$ cat src/rtl/psum_drain.sv
// psum_drain: accumulates PE-column partial sums over several passes and requantizes the final
// pass into a 2-entry output FIFO. Optional macro PSUM_DRAIN_RELU_EN zeroes negative sums first.
module psum_drain #(
    parameter int accumulationPar = 32,
    parameter int outPar          = 8,
    parameter int DEPTH           = 16
) (
    input  logic                       clk,
    input  logic                       rst_n,
    input  logic                       start,
    input  logic [$clog2(DEPTH):0]     cfg_len,
    input  logic [7:0]                 cfg_passes,
    input  logic [4:0]                 cfg_shift,
    input  logic [accumulationPar-1:0] psum_in,
    input  logic                       psum_valid,
    output logic                       psum_ready,
    output logic [outPar-1:0]          out_data,
    output logic                       out_valid,
    input  logic                       out_ready,
    output logic                       out_last,
    output logic                       busy,
    output logic                       done
);
    localparam int PW = $clog2(DEPTH);
    localparam int LW = PW + 1;
    localparam logic signed [accumulationPar-1:0] SAT_MAX =
        {{(accumulationPar-outPar+1){1'b0}}, {(outPar-1){1'b1}}};
    localparam logic signed [accumulationPar-1:0] SAT_MIN = ~SAT_MAX;

    typedef enum logic [1:0] {IDLE, RUN, DRAIN} state_t;

    state_t                       state_q, state_d;
    logic [LW-1:0]                len_q, len_d;
    logic [7:0]                   passes_q, passes_d;
    logic [7:0]                   pc_q, pc_d;
    logic [4:0]                   shift_q, shift_d;
    logic [PW-1:0]                ptr_q, ptr_d;
    logic [1:0]                   count_q, count_d;
    logic                         wr_ptr_q, rd_ptr_q;
    logic [outPar-1:0]            fifo_data_q [2];
    logic [1:0]                   fifo_last_q;
    logic [accumulationPar-1:0]   acc_mem [DEPTH];

    logic                         accept, push, pop, last_pass, last_entry;
    logic signed [accumulationPar-1:0] sum, relu_sum, shifted;
    logic [outPar-1:0]            quant;

    // Ready depends only on registered state so out_ready never reaches psum_ready.
    assign psum_ready = (state_q == RUN) && (count_q != 2'd2);
    assign accept     = psum_valid && psum_ready;
    assign last_pass  = (pc_q == passes_q - 8'd1);
    assign last_entry = ({1'b0, ptr_q} == (len_q - LW'(1)));
    assign push       = accept && last_pass;
    assign pop        = out_valid && out_ready;

    assign sum = (pc_q == 8'd0) ? psum_in : acc_mem[ptr_q] + psum_in;
`ifdef PSUM_DRAIN_RELU_EN
    assign relu_sum = sum[accumulationPar-1] ? '0 : sum;
`else
    assign relu_sum = sum;
`endif
    assign shifted = relu_sum >>> shift_q;

    always_comb begin
        quant = shifted[outPar-1:0];
        if (shifted > SAT_MAX) begin
            quant = SAT_MAX[outPar-1:0];
        end else if (shifted < SAT_MIN) begin
            quant = SAT_MIN[outPar-1:0];
        end
    end

    assign out_valid = (count_q != 2'd0);
    assign out_data  = fifo_data_q[rd_ptr_q];
    assign out_last  = fifo_last_q[rd_ptr_q];
    assign busy      = (state_q != IDLE);
    assign done      = (state_q == DRAIN) && (count_q == 2'd0);

    always_comb begin
        state_d  = state_q;
        len_d    = len_q;
        passes_d = passes_q;
        shift_d  = shift_q;
        ptr_d    = ptr_q;
        pc_d     = pc_q;
        count_d  = count_q + {1'b0, push} - {1'b0, pop};
        case (state_q)
            IDLE: begin
                if (start) begin
                    state_d  = RUN;
                    ptr_d    = '0;
                    pc_d     = '0;
                    shift_d  = cfg_shift;
                    passes_d = (cfg_passes == 8'd0) ? 8'd1 : cfg_passes;
                    if (cfg_len == '0) begin
                        len_d = LW'(1);
                    end else if (cfg_len > LW'(DEPTH)) begin
                        len_d = LW'(DEPTH);
                    end else begin
                        len_d = cfg_len;
                    end
                end
            end
            RUN: begin
                if (accept) begin
                    if (last_entry) begin
                        ptr_d = '0;
                        if (last_pass) begin
                            state_d = DRAIN;
                            pc_d    = '0;
                        end else begin
                            pc_d = pc_q + 8'd1;
                        end
                    end else begin
                        ptr_d = ptr_q + PW'(1);
                    end
                end
            end
            DRAIN: begin
                if (count_q == 2'd0) begin
                    state_d = IDLE;
                end
            end
            default: state_d = IDLE;
        endcase
    end

    always_ff @(posedge clk or negedge rst_n) begin
        if (!rst_n) begin
            state_q        <= IDLE;
            len_q          <= LW'(1);
            passes_q       <= 8'd1;
            shift_q        <= '0;
            ptr_q          <= '0;
            pc_q           <= '0;
            count_q        <= '0;
            wr_ptr_q       <= 1'b0;
            rd_ptr_q       <= 1'b0;
            fifo_data_q[0] <= '0;
            fifo_data_q[1] <= '0;
            fifo_last_q    <= '0;
        end else begin
            state_q  <= state_d;
            len_q    <= len_d;
            passes_q <= passes_d;
            shift_q  <= shift_d;
            ptr_q    <= ptr_d;
            pc_q     <= pc_d;
            count_q  <= count_d;
            if (push) begin
                fifo_data_q[wr_ptr_q] <= quant;
                fifo_last_q[wr_ptr_q] <= last_entry;
                wr_ptr_q              <= ~wr_ptr_q;
            end
            if (pop) begin
                rd_ptr_q <= ~rd_ptr_q;
            end
        end
    end

    // Accumulator contents are only meaningful after a first-pass write, so no reset.
    always_ff @(posedge clk) begin
        if (accept) begin
            acc_mem[ptr_q] <= sum;
        end
    end
endmodule

$ cat config.mk
export PLATFORM = sky130hd
export DESIGN_NAME = psum_drain
export DESIGN_NICKNAME = d
export VERILOG_FILES = /design/src/rtl/psum_drain.sv
export SDC_FILE = /design/constraint.sdc
export NUM_CORES = 1
export LEC_CHECK = 0
export BUFFER_PORTS_ARGS = -buffer_cell sky130_fd_sc_hd__buf_2
export CELL_PAD_IN_SITES_DETAIL_PLACEMENT = 0
export CELL_PAD_IN_SITES_GLOBAL_PLACEMENT = 1
export CORE_ASPECT_RATIO = 1.25
export CORE_MARGIN = 5
export CORE_UTILIZATION = 45
export DETAILED_ROUTE_END_ITERATION = 8
export GPL_TIMING_DRIVEN = 0
export PLACE_DENSITY = 0.72
export SLEW_MARGIN = 20
export SYNTH_ARGS = -nofsm -noshare
export SYNTH_HDL_FRONTEND = slang
export SYNTH_SLANG_ARGS = --single-unit
$ cat constraint.sdc
create_clock -name clk -period 8.97 [get_ports clk]
set_clock_uncertainty 0.1 [all_clocks]
set_input_delay 1.3455 -clock clk [delete_from_list [all_inputs] [get_ports clk]]
set_output_delay 1.3455 -clock clk [all_outputs]
set_load 0.05 [all_outputs]
# Yosys cells after proc, flatten, opt, wreduce, memory -nomap -nowiden
# Memories as Yosys holds them, arrays and structs flattened.
# Cells that the tools add are included.
# W data, S select, Z words.
[totals] ff_bits=54 mem_bits_rw=512 input_bits=55 out_inout_bits=13 mem_count=1
[classes] n_addsub=7 order_cmp=9 n_eq_ne=10 n_shift=1 muxes=34 n_bitwise=4 n_reduce_logical=19
[memory_table] memory="acc_mem" words=16 width=32 read_ports=1 rd_clocked_by_memory_dff=0 wr=1 line="42" text="logic [accumulationPar-1:0] acc_mem [DEPTH];"
[ops] op="$mux W8" n=11
[ops] op="$add A32 B32 Y32" n=1
[ops] op="$gt A32 B8 Y1 const B" n=1
[ops] op="$lt A32 B8 Y1 const B" n=1
[ops] op="$mux W32" n=1
[ops] op="$sshr A32 B5 Y32" n=1
[ops] op="$bwmux W16" n=1
[ops] op="$logic_not A8 Y1" n=2
[ops] op="$pmux W8 S2" n=1
[ops] op="$mux W4" n=3
[ops] op="$mux W2" n=5
[ops] op="$mux W5" n=2
[ops] op="$ne A2 B2 Y1 const B" n=5
[ops] op="$add A8 B1 Y8 const B" n=1
[ops] op="$demux W8 S1" n=1
[ops] op="$eq A8 B8 Y1" n=1
[ops] op="$pmux W4 S2" n=1
[ops] op="$sub A8 B1 Y8 const B" n=1
[ops] op="$logic_and A1 B1 Y1" n=7
[ops] op="$pmux W2 S3" n=1
[ops] op="$reduce_bool A2 Y1" n=3
[ops] op="$eq A4 B5 Y1" n=1
[ops] op="$gt A5 B5 Y1 const B" n=1
[ops] op="$logic_not A5 Y1" n=1
[ops] op="other kinds (21)" n=30

# Longest topological paths before layout
# Gate-level depths: netlist of the first run.
# An unclocked memory read counts as a cell.
[depth] word_depth=8 ltp_mapped=24 ltp_nobuf=18

# Worst setup path after synthesis of the first run
# No wires, ideal clock.
[synth_timing] kind="register to register" startpoint="register ptr_q[0]" endpoint="register fifo_data_q[8] (netlist bit)" setup_time_ps=65 arrival_ps=6802 required_ps=8805 slack_ps=2002 stages_incl_launch_ff=22 path_buffers=4 period_less_slack_ps=6968 path_cell_list="dfrtp_1 -> buf_6 -> clkbuf_1 -> clkbuf_1 -> buf_1 -> mux4_2 -> mux4_2 -> ha_1 -> fa_1 -> a21o_1 -> a221o_2 -> a21o_1 -> o21a_1 -> o31ai_2 -> mux2_2 -> mux4_2 -> nand4_1 -> a221o_1 -> o41ai_1 -> a31o_2 -> and3_1 -> o22a_1"
[synth_via] elab_chain_len=8 word_cells_on_any_way=9 cone_classes="1 x add/sub; 2 x order compare; 1 x shift; 4 x mux; 1 x memory"
[synth_rtl] item="start, declared" line="37" text="logic [PW-1:0] ptr_q, ptr_d;"
[synth_rtl] item="start signal, assigned" line="147" text="ptr_q <= ptr_d;"
[synth_rtl] item="$mem_v2 Z16 W32 *"
[synth_rtl] item="$add A32 B32 Y32 *" line="56" text="assign sum = (pc_q == 8'd0) ? psum_in : acc_mem[ptr_q] + psum_in;"
[synth_rtl] item="$mux W32 *" line="56"
[synth_rtl] item="via relu_sum[16]" line="45" text="logic signed [accumulationPar-1:0] sum, relu_sum, shifted;"
[synth_rtl] item="$sshr A32 B5 Y32 *" line="62" text="assign shifted = relu_sum >>> shift_q;"
[synth_rtl] item="$lt A32 B8 Y1" line="68" text="end else if (shifted < SAT_MIN) begin"
[synth_rtl] item="$mux W8" line="68"
[synth_rtl] item="$mux W8 *" line="66" text="if (shifted > SAT_MAX) begin"
[synth_rtl] item="$bwmux W16 *" line="151" text="fifo_data_q[wr_ptr_q] <= quant;"
[synth_rtl] item="end signal, assigned by index" line="151"
[synth_rtl] item="end, declared" line="40" text="logic [outPar-1:0] fifo_data_q [2];"
# The timed path passes the listed nets; every way through them passes the cells marked *.
# A chain may end at the register's enable or synchronous reset.

# Worst setup path in the final report of the first run
[layout_timing] startpoint="register ptr_q[1]" endpoint="register fifo_data_q[1] (netlist bit)"
[layout_via] elab_chain_len=8 word_cells_on_any_way=9 cone_classes="1 x add/sub; 2 x order compare; 1 x shift; 4 x mux; 1 x memory"
[layout_rtl] item="$mem_v2 Z16 W32 *"
[layout_rtl] item="$add A32 B32 Y32 *" line="56"
[layout_rtl] item="$mux W32 *" line="56"
[layout_rtl] item="$sshr A32 B5 Y32 *" line="62"
[layout_rtl] item="$lt A32 B8 Y1" line="68"
[layout_rtl] item="$mux W8" line="68"
[layout_rtl] item="$mux W8 *" line="66"
[layout_rtl] item="$bwmux W16 *" line="151"
# Mark *: on every way between the ends. The rest lies on a longest branch, timed or not.

==> results.json, run 1 <==
{
  "status": "complete, no violations",
  "use_met1_pct": 33.6,
  "grt-ovfl-total": 0,
  "grt_pass1_wl_microns": 131000,
  "drt_iter0_drc": 2076,
  "clk_pin_slew_worst_paths_ns": 0.07,
  "io_buffers": 66,
  "post_route_cells_drive_above_1_share_pct": 22.5,
  "die_y_microns": 289,
  "relSlewSlack_pct": 21.9,
  "clock_sinks": 566,
  "cts_tree": "yes",
  "min_path_type": "reg -> reg",
  "fillers": 5194,
  "drv_slew": 0,
  "diodes": 0,
  "worstSetupPathType": "reg -> reg",
  "fp-row-count": 102,
  "routedWlPerCell_microns": 31.1,
  "synth_cells": 1931,
  "core_sq_um": 61900,
  "layout_common_cells": "edfxtp_1 (512), mux4_2 (170), nand2_1 (162)",
  "required_ns": 9.37,
  "cts_made_buffers": 54,
  "gr-usage-met2_pct": 46.8,
  "syn_nets": 2028,
  "yosysTopAreaCell": "edfxtp_1",
  "hold_viol": 0,
  "critPathLaunchType": "register",
  "grt_usage_pct": 26.8,
  "cts_buffer_depth": 3,
  "end_kind": "register",
  "gp_congestion": 1.01,
  "post-route-util_pct": 51.1,
  "final_nets": 2166,
  "firstDrtPassIters": 6,
  "netlist.area_leader.share_pct": 54.7,
  "cts_max_level": 2,
  "cp_max_fo": 10,
  "synth-seq-area-share_pct": 59.6,
  "synth-edff-count": 512,
  "viasPerCell": 6.42,
  "busiest_layer": "met2",
  "setup_viol": 0,
  "yosysUniqueCellTypes": 110,
  "insertion_delay_ns": 0.63,
  "cap_violations": 0,
  "syn2layout_area_growth_pct": 12.6,
  "yosys_most_used_dff": "edfxtp_1",
  "ant_nets": 0,
  "fmax_ghz": 0.116,
  "arrival_ns": 9.02,
  "startpoint": "ptr_q[1]",
  "min_from": "wr_ptr_q",
  "multi_input_area_sq_um": 10800,
  "post-route-period-util_pct": 96.1,
  "clockRootBuffer": "clkbuf_16",
  "antenna_found_initial": 2,
  "holdPathStages": 1,
  "regArea_sq_um": 16700,
  "dieArea_sq_um": 67500,
  "worstMarginPinSlew_ns": 1.17,
  "vias": 18900,
  "grt_use_met3_pct": 3.70,
  "rr_startpoint": "ptr_q[1]",
  "reg2regPathDepth": 21,
  "io_pins": 68,
  "ys_top_cells_by_area": "edfxtp_1 (55%), mux4_2 (14%), dfrtp_1 (4.6%), nand2_1 (2.2%), ha_1 (1.8%)",
  "start_util_pct": 45.4,
  "synthArstFlopShare_pct": 9.54,
  "ys_ff_latch": 566,
  "netlist_area_sq_um": 28100,
  "ys_warn_count": 0,
  "drt_wl_total_microns": 91500,
  "avgSynthCellArea_sq_um": 14.5,
  "grt_start_max_net_pins": 55,
  "final_common_cell": "edfxtp_1",
  "rsz0062_at_grt": "no",
  "fin_crit_ns": 8.62,
  "dp_hpwl_microns": 67000,
  "postCtsHoldBufs": 0,
  "grt_pass1_vias": 18800,
  "drcViolationCount": 0,
  "fp.dieW_microns": 233
}
==> worst max-delay path, stage by stage (launching register included) <==
cell and delay [ns]:
dfrtp_1 0.53, clkdlybuf4s15_1 0.74, clkbuf_2 0.44, buf_1 0.75
mux4_2 0.41, mux4_2 0.54, ha_1 0.41, clkbuf_1 0.36
nand4_1 0.26, nor2_1 0.34, nand3_1 0.11, a31oi_1 0.33
o21ai_0 0.30, a31oi_1 0.42, nand2_1 0.20, a2111oi_0 0.54
o22ai_1 0.29, nor4b_1 0.45, a31oi_1 0.24, o31ai_4 0.30
nand2_2 0.18, o22a_1 0.22
==> per-stage QoR <==
stage | cells | TNS (ns) | worst slack, ns | cell area (sq um) | hold WS [ns]
2_1_floorplan | 1931 | 0 | 2.00 | 28100 | 0.360
3_3_place_gp | 2829 | -7.73 | -0.601 | 29500 | 0.377
3_5_place_dp | 2844 | -5.91 | -0.479 | 29900 | 0.377
4_1_cts | 2939 | 0 | 0.0137 | 31600 | 0.392
5_1_grt | 2940 | 0 | 0.0301 | 31600 | 0.419
6_report | 2940 | 0 | 0.351 | 31600 | 0.394
==> cell families after synthesis <==
logic type / Yosys count / share of synthesized area [%]
flip-flops: 566 / 59.6
multiplexers: 226 / 15.8
adder cells (fa/ha/maj): 42 / 1.90
AO/OA/AOI/OAI: 372 / 9.61
XOR/XNOR: 45 / 1.40
AND/OR/NAND/NOR: 531 / 9.48
buffers and inverters: 149 / 2.29
==> cell usage after synthesis (all sizes together), types with 23 or more instances <==
master,number
and2,30
a21oi,78
nand2,165
mux2,27
clkbuf,68
o21ai,74
xnor2,26
ha,41
edfxtp,512
nand4,34
nor2,116
buf,51
inv,30
a211oi,23
nor3,40
mux2i,29
nand3,42
dfrtp,52
mux4,170
==> sequential cells by signal (all words and copies together), names as in the netlist <==
register and count:
ptr_q 4, passes_q 8, wr_ptr_q 1, shift_q 5, rd_ptr_q 1, len_q 5, state_q 2, fifo_data_q 16
count_q 2, pc_q 8, fifo_last_q 2, acc_mem 512
==> final timing paths <==
path	end	slack (ns)
worst max-delay path	fifo_data_q[1]	0.35
worst min-delay path	wr_ptr_q	0.39
worst max register to register	fifo_data_q[1]	0.35
worst min register to register	wr_ptr_q	0.39
max in group asynchronous	len_q[1]	7.63
min in group asynchronous	passes_q[1]	0.68
==> what timing repair did <==
action,in CTS,in global routing
cloned,0,0
setup buffers,0,0
resized for setup,6,8
setup endpoints to repair,14,14
==> layout make-up <==
class / instances / share of cell area [%]
flip-flops and latches: 566 / 52.9
well taps: 832 / 3.29
multi-input cells: 1216 / 34.2
repair buffers: 82 / 2.11
clock inverters: 32 / 1.07
inverters: 30 / 0.356
plain buffers: 119 / 1.77
clock buffers: 63 / 4.38
==> metal layers <==
layer / vias up / routed length (microns)
met4: 0 / 4640
met2: 862 / 46100
li1: 8053 / -
met5: - / 0
met1: 9740 / 34900
met3: 215 / 5840
Power of run 1 is left out: the tool's default activity adds up to more than one toggle a clock period on the data nets, which glitch-free logic cannot reach.
==> run 2, diff against run 1 <==
Settings changed: CAP_MARGIN set to 10, CTS_BUF_LIST set to sky130_fd_sc_hd__clkbuf_8.
==> results.json, run 2 (same netlist as run 1, synthesis figures left out) <==
{
  "grt_usage_pct": 26.9,
  "fin_crit_ns": 8.66,
  "insertion_delay_ns": 0.70,
  "final_common_cell": "edfxtp_1",
  "status": "complete, no violations",
  "rr_startpoint": "ptr_q[1]",
  "rsz0062_at_grt": "no",
  "min_from": "wr_ptr_q",
  "drcViolationCount": 0,
  "top_regs": "acc_mem (512), fifo_data_q (16)",
  "arrival_ns": 9.12,
  "fmax_ghz": 0.115,
  "viasPerCell": 6.36,
  "r2r_slack_ns": 0.31,
  "start_util_pct": 45.4,
  "die_y_microns": 289,
  "dp_hpwl_microns": 67000,
  "clk_pin_slew_worst_paths_ns": 0.06,
  "fp-row-count": 102,
  "post-route-period-util_pct": 96.5,
  "reg2regPathDepth": 21,
  "gp_congestion": 1.01,
  "fp.dieW_microns": 233,
  "worstMarginPinSlew_ns": 1.17,
  "hold_viol": 0,
  "dieArea_sq_um": 67500,
  "grt_start_max_net_pins": 55,
  "io_buffers": 66,
  "holdPathStages": 1,
  "antenna_found_initial": 2,
  "final_nets": 2201,
  "syn2layout_area_growth_pct": 12.1,
  "clockRootBuffer": "clkbuf_8",
  "ant_nets": 0,
  "cts_max_level": 3,
  "stdcell_count": 2995,
  "whs_ns": 0.394,
  "end_kind": "register",
  "clock_sinks": 566,
  "firstDrtPassIters": 6,
  "grt-ovfl-total": 0,
  "place_inst": 2844,
  "largest_register": "acc_mem",
  "grt_pass1_vias": 19100,
  "min_path_type": "reg -> reg",
  "routedWlPerCell_microns": 30.7,
  "critPathLaunchType": "register",
  "r2r-end": "fifo_data_q[2]",
  "cts_tree": "yes",
  "grt_pass1_wl_microns": 131000,
  "relSlewSlack_pct": 22.0,
  "layout_common_cells": "edfxtp_1 (512), mux4_2 (170), nand2_1 (162)",
  "drt_iter0_drc": 2142,
  "vias": 19000,
  "worstSetupPathType": "reg -> reg",
  "io_pins": 68,
  "drt_wl_total_microns": 91900,
  "setup_viol": 0,
  "cts_made_buffers": 88,
  "postCtsHoldBufs": 0,
  "required_ns": 9.43,
  "whs_endpoint": "wr_ptr_q",
  "post_route_cells_drive_above_1_share_pct": 23.4,
  "drv_slew": 0,
  "dp_worst_setup_slack_ns": -0.479,
  "fin_ws_ns": 0.310,
  "largest_reg_flops": 512,
  "setup_tns_ns": 0,
  "core_sq_um": 61900,
  "cp_max_fo": 10,
  "cap_violations": 0,
  "cts_buffer_depth": 3
}
==> run 2: changes by cell type in the layout (fill, tap and decap cells not counted), moves of 3 or more <==
| cell | change |
|---|---|
| inv_1 | +30 |
| clkbuf_1 | -8 |
| clkbuf_8 | +90 |
| clkbuf_16 | -54 |
| clkinvlp_4 | +3 |
| bufinv_16 | -4 |
==> run 2: area by class of cell <==
class                      instances  area (sq um)
timing repair buffer              83           672
clock inverter                    58           327
inverter                          30           113
multi-input combinational       1216         10800
tap                              832          1040
clock buffer                      90          1240
antenna                            1          2.50
fill                            5226         30400
buffer                           119           558
sequential                       566         16700
==> run 2: worst max-delay path by stage <==
stage | startpoint | endpoint | slack, ns
6_report | ptr_q[1] | fifo_data_q[2] | 0.31
5_1_grt | ptr_q[0] | fifo_data_q[8] | 0.06
4_1_cts | ptr_q[0] | fifo_data_q[8] | 0.03
3_5_place_dp | ptr_q[1] | fifo_data_q[8] | -0.48
3_3_place_gp | ptr_q[0] | fifo_data_q[8] | -0.60
2_1_floorplan | ptr_q[0] | fifo_data_q[8] | 2.00
==> run 2: timing repair <==
item	in CTS	in global routing
endpoints found under the setup margin	14	14
gates resized for setup	6	8
buffers inserted	0	0
==> run 2: routing by layer <==
layer	vias up	GRT usage (%)	share of wire, %
met4	0	11.7	5.2
li1	8128	-	-
met5	-	0	0
met3	220	4.46	6.2
met1	9846	33.2	38
met2	854	47.0	50
==> run 2: worst max-delay path: stages, from the launching register on <==
cell	delay (ns)
dfrtp_1	0.54
clkdlybuf4s15_1	0.72
clkbuf_2	0.45
buf_1	0.75
mux4_2	0.41
mux4_2	0.54
ha_1	0.41
clkbuf_1	0.36
nand4_1	0.28
nor2_1	0.36
nand3_1	0.11
a31oi_1	0.35
o21ai_0	0.31
a31oi_1	0.42
nand2_1	0.20
a2111oi_0	0.50
o22ai_1	0.27
nor4b_1	0.46
a31oi_1	0.25
o31ai_4	0.31
nand2_2	0.18
o22a_1	0.21
==> run 2: through the flow <==
stage               area, sq um  util [%]
CTS                       31400      50.8
finish                    31500      50.9
global placement          29500      47.6
detailed placement        29900      48.2
floorplan                 28100         -
global route              31500      50.9
Power of run 2 is left out for the same reason.
